===== config.mk =====
export PLATFORM = sky130hd
export DESIGN_NAME = pipe_stage_skid
export DESIGN_NICKNAME = d
export VERILOG_FILES = /design/src/rtl/pipe_stage_skid.sv
export SDC_FILE = /design/constraint.sdc
export NUM_CORES = 1
export LEC_CHECK = 0
export CORE_ASPECT_RATIO = 1.2
export CORE_MARGIN = 4
export CORE_UTILIZATION = 50
export DETAILED_ROUTE_END_ITERATION = 10
export PLACE_DENSITY = 0.8
export SYNTH_ARGS = -nofsm -noshare
export SYNTH_HDL_FRONTEND = slang
export SYNTH_SLANG_ARGS = --single-unit

===== constraint.sdc =====
create_clock -name CLK -period 4.25 [get_ports CLK]
set_input_delay 0.6375 -clock CLK [delete_from_list [all_inputs] [get_ports CLK]]
set_output_delay 0.6375 -clock CLK [all_outputs]
set_load 0.02 [all_outputs]

===== src/rtl/pipe_stage_skid.sv =====
// Pipeline-stage register with valid/ready handshake, synchronous flush,
// optional 2-entry skid buffer and a saturating stall-cycle counter.
module pipe_stage_skid #(
  parameter int DATA_W = 32,
  parameter int CTRL_W = 8,
  parameter int SKID   = 1,
  parameter int CNT_W  = 16
) (
  input  logic              CLK,
  input  logic              RESET,
  input  logic              FLUSH,
  input  logic              IN_VALID,
  output logic              IN_READY,
  input  logic [CTRL_W-1:0] IN_CTRL,
  input  logic [DATA_W-1:0] IN_DATA,
  output logic              OUT_VALID,
  input  logic              OUT_READY,
  output logic [CTRL_W-1:0] OUT_CTRL,
  output logic [DATA_W-1:0] OUT_DATA,
  output logic [1:0]        OCC,
  output logic [CNT_W-1:0]  STALL_CNT,
  output logic [1:0]        DBG_STATE
);

  // Handshake: a transfer happens on a side only when its valid and ready are
  // both 1 at the rising edge; the sender holds its payload stable until then.

  typedef enum logic [1:0] {
    EMPTY = 2'd0,
    HALF  = 2'd1,
    FULL  = 2'd2
  } state_t;

  localparam bit USE_SKID = (SKID != 0);

  state_t            state;
  state_t            state_nxt;
  logic              valid_q;
  logic [1:0]        occ_q;
  logic              ready_q;
  logic [CTRL_W-1:0] main_ctrl;
  logic [DATA_W-1:0] main_data;
  logic [CTRL_W-1:0] skid_ctrl;
  logic [DATA_W-1:0] skid_data;
  logic              in_fire;
  logic              out_fire;

  // ready_q is 0 through reset and tracks "next state is not FULL" afterwards,
  // which makes IN_READY a register output in skid mode.
  always_comb begin
    if (USE_SKID) IN_READY = ready_q & ~FLUSH;
    else          IN_READY = ready_q & (~valid_q | OUT_READY) & ~FLUSH;
  end

  assign in_fire  = IN_VALID & IN_READY;
  assign out_fire = valid_q & OUT_READY;

  always_comb begin
    state_nxt = state;
    if (FLUSH) begin
      state_nxt = EMPTY;
    end else begin
      case (state)
        EMPTY: if (in_fire) state_nxt = HALF;
        HALF: begin
          if (in_fire && !out_fire && USE_SKID) state_nxt = FULL;
          else if (!in_fire && out_fire)        state_nxt = EMPTY;
        end
        FULL:    if (out_fire) state_nxt = HALF;
        default: state_nxt = EMPTY;
      endcase
    end
  end

  always_ff @(posedge CLK or negedge RESET) begin
    if (!RESET) begin
      state     <= EMPTY;
      valid_q   <= 1'b0;
      occ_q     <= 2'd0;
      ready_q   <= 1'b0;
      main_ctrl <= '0;
      main_data <= '0;
      skid_ctrl <= '0;
      skid_data <= '0;
    end else begin
      state   <= state_nxt;
      valid_q <= (state_nxt != EMPTY);
      ready_q <= (state_nxt != FULL);
      case (state_nxt)
        HALF:    occ_q <= 2'd1;
        FULL:    occ_q <= 2'd2;
        default: occ_q <= 2'd0;
      endcase
      // Payload registers are held on flush; only validity is dropped.
      if (!FLUSH) begin
        if (state == FULL && out_fire) begin
          main_ctrl <= skid_ctrl;
          main_data <= skid_data;
        end else if (in_fire && (state == EMPTY || out_fire)) begin
          main_ctrl <= IN_CTRL;
          main_data <= IN_DATA;
        end else if (in_fire) begin
          skid_ctrl <= IN_CTRL;
          skid_data <= IN_DATA;
        end
      end
    end
  end

  always_ff @(posedge CLK or negedge RESET) begin
    if (!RESET) begin
      STALL_CNT <= '0;
    end else if (valid_q && !OUT_READY && !(&STALL_CNT)) begin
      STALL_CNT <= STALL_CNT + 1'b1;
    end
  end

  assign OUT_VALID = valid_q;
  assign OUT_CTRL  = main_ctrl & {CTRL_W{valid_q}};
  assign OUT_DATA  = main_data;
  assign OCC       = occ_q;
  assign DBG_STATE = state;

endmodule


==> flow_metrics.env <==
export IMPL_fin_crit_ps=2676
export IMPL_reg2reg_slack_ps=1860
export IMPL_worst_pin_slew_ps=1051
export IMPL_antenna_found_initial=0
export IMPL_initial_core_util=0.5165
export IMPL_relSlewSlack=0.2995
export IMPL_ios=107
export IMPL_cts_tree="yes"
export IMPL_cts_setup_buffers=0
export IMPL_hold_ws_ps=448.7
export IMPL_holdBufCountCts=0
export IMPL_dieArea_mm2=0.01053
export IMPL_endpoint_kind="output port"
export IMPL_wl_met3_um=555
export IMPL_fp_row_count=37
export IMPL_grt_pass1_wl_mm=15.94
export IMPL_hpwl_mm=6.562
export IMPL_dpl_cell_area_mm2=0.005569
export IMPL_cts_htree_levels=3
export IMPL_rr_endpoint="skid_ctrl[4]$_DFFE_PN0P_"
export IMPL_grt_setup_unrepaired="false"
export IMPL_critical_path_arrival_ps=2040
export IMPL_die_w_um=94.33
export IMPL_finalCritPeriodShare=0.6297
export IMPL_fin_area_mm2=0.005762
export IMPL_cp_slowest_stage_delay_ps=660
export IMPL_syn_inst=360
export IMPL_reg2reg_from="OUT_VALID$_DFF_PN0_"
export IMPL_fillers=674
export IMPL_yosys_register_bits=102
export IMPL_hold_viol=0
export IMPL_cts_buffers=9
export IMPL_routed_wl_mm=9.297
export IMPL_drc=0
export IMPL_wl_per_cell_um=15.87
export IMPL_clock_sinks=102
export IMPL_synthTopCellsByArea="dfrtp_1 57%, mux2i_1 9.0%, mux2_2 7.8%"
export IMPL_gr_total_overflow=0
export IMPL_ys_seq_area_frac=0.5708
export IMPL_worstPathRequired_ps=3610
export IMPL_finalClockSkew_ps=9.469
export IMPL_setup_viol=0
export IMPL_worstRegToRegCells=5
export IMPL_cp_cell_sequence="clkdlybuf4s50_1 -> nor2b_1 -> clkdlybuf4s50_1"
export IMPL_max_cap_viol_count=0
export IMPL_cp_common_cell="clkdlybuf4s50_1"
export IMPL_yosysWarnings=0
export IMPL_cpMaxStageDelayCell="clkdlybuf4s50_1"
export IMPL_clock_latency_ps=360
export IMPL_area_growth_pct=28.85
export IMPL_synth_top_area_frac=0.5708
export IMPL_cts_root_buf="clkbuf_8"
export IMPL_post_cts_resized=0
export IMPL_grt_use_total=0.1915
export IMPL_max_freq_mhz=373.7
export IMPL_drt_vias_per_instance=5.198
export IMPL_layout_commonest_cell="clkdlybuf4s50_1"
export IMPL_ant_nets=0
export IMPL_synth_nets=406
export IMPL_slew_viol_final=0
export IMPL_cts_clk_slew_worst_paths_ps=80
export IMPL_core_mm2=0.008657
export IMPL_dr_total_vias=3046
export IMPL_powerDensity_mw_per_mm2=507.5
export IMPL_drtIter0Drc=73
export IMPL_hp_class="in2async"
export IMPL_outcome="finished clean"
export IMPL_tns_ps=0
export IMPL_drive_above_1_share=0.1237
export IMPL_dr_pass1_iters=4
export IMPL_final_cell_mix="105 x clkdlybuf4s50_1, 102 x dfrtp_1, 46 x nor2_1"
export IMPL_path_max_fanout=5
export IMPL_dr_max_layer_used="met4"
export IMPL_layout_nets=510
export IMPL_timing_worst_setup_path_type="in2out"
export IMPL_cp_start_kind="input port"
export IMPL_synth_top_area_cell="dfrtp_1"
export IMPL_yosysUniqueCellTypes=39
export IMPL_synth_area_mm2=0.004472
export IMPL_die_h_um=111.6
export IMPL_ir_worst_vdd_mv=0.2496
export IMPL_diodes=0
export IMPL_wl_met1_mm=3.912
export IMPL_grt_pass1_vias=3271
export IMPL_grt_max_degree=83
export IMPL_clk_path_buf_depth=2
export IMPL_p_leak_nw=2.676
export IMPL_placed_cells=570
export IMPL_avgSynthCellArea_um2=12.42
export IMPL_io_buffers=106
export IMPL_dr_wl_met2_mm=4.696
export IMPL_routabilityCongestion=0.8035
export IMPL_fin_cells=586
## sequential cells by signal, summed over array words and instances (netlist names)
signal / count
OUT_DATA: 32
main_ctrl: 8
OCC: 2
ready_q: 1
skid_data: 32
DBG_STATE: 2
skid_ctrl: 8
STALL_CNT: 16
OUT_VALID: 1
## metrics by stage
step / util / setup slack, ps / power (mW)
2_1_floorplan: - / 2339 / 1.925
3_3_place_gp: 0.6433 / 1359 / 2.304
3_5_place_dp: 0.6433 / 1281 / 2.348
4_1_cts: 0.6656 / 1577 / 2.956
5_1_grt: 0.6656 / 1552 / 3.103
6_report: 0.6656 / 1574 / 2.924
## area by class of cell
type / count / area [µm²] / area share
clock buffers: 13 / 148.9 / 0.02584
repair buffers: 111 / 1096 / 0.1902
multi-input cells: 238 / 1767 / 0.3066
clock inverters: 3 / 43.79 / 0.007600
inverters: 2 / 7.507 / 0.001303
flip-flops and latches: 102 / 2552 / 0.4430
well taps: 117 / 146.4 / 0.02541
## cell usage after synthesis
master and instances:
mux2_4 1, xnor2_1 4, nand3_1 5, buf_6 8, inv_1 2, a221oi_4 1, clkbuf_2 1, nand2_1 8
xor2_1 10, nor2b_1 1, o2111ai_1 1, or2_2 1, a221oi_1 1, mux2_1 9, or2_1 1, o21a_1 3
nor2_2 1, nand4_2 2, buf_4 4, and2_1 8, dfrtp_1 102, mux2_2 31, nor4b_1 1, nor4_4 1
mux2i_1 40, nand4_1 4, nor2b_2 1, a21oi_1 43, ha_1 1, buf_2 5, and3_1 1, and4_1 1
nor3_1 5, nor4_1 2, and2b_1 1, o41a_1 1, nor2_1 46, nand2b_1 1, and4b_1 1
## cell families (layout without fill, tap and decap cells)
group | after synthesis | count (layout) | share of synthesized area
adder cells (fa/ha/maj) | 1 | 1 | 0.002798
buffers and inverters | 20 | 129 | 0.03525
flip-flops | 102 | 102 | 0.5708
AO/OA/AOI/OAI | 50 | 50 | 0.06547
multiplexers | 81 | 81 | 0.1936
AND/OR/NAND/NOR | 92 | 92 | 0.1046
XOR/XNOR | 14 | 14 | 0.02742
## how the worst max path moves through the flow
stage / start / to / slack (ps) / cells past startpoint
after floorplan: FLUSH / skid_ctrl[2]$_DFFE_PN0P_ / 2340 / 5
after global placement: OUT_READY / skid_data[28]$_DFFE_PN0P_ / 1360 / 6
after detailed placement: FLUSH / skid_ctrl[4]$_DFFE_PN0P_ / 1280 / 6
after CTS: FLUSH / IN_READY / 1580 / 3
after global routing: OUT_READY / OUT_DATA[8]$_DFFE_PN0P_ / 1550 / 6
final: FLUSH / IN_READY / 1570 / 3
## critical path, delay by kind of cell
kind	cells	cell delay, ps
buf+inv	2	1170
simple gates	1	230
## power by group
part	leakage (nW)	internal (mW)	switching, mW
combinational	1.38	0.465	0.406
clock	0.0976	0.290	0.315
sequential	1.20	1.26	0.187
## metal layers
layer,vias to the layer above,global-route usage
met5,-,0
met2,76,0.3177
li1,1471,-
met1,1486,0.2396
met3,13,0.05068
met4,0,0.06936
(Power assumes the default switching activity.)
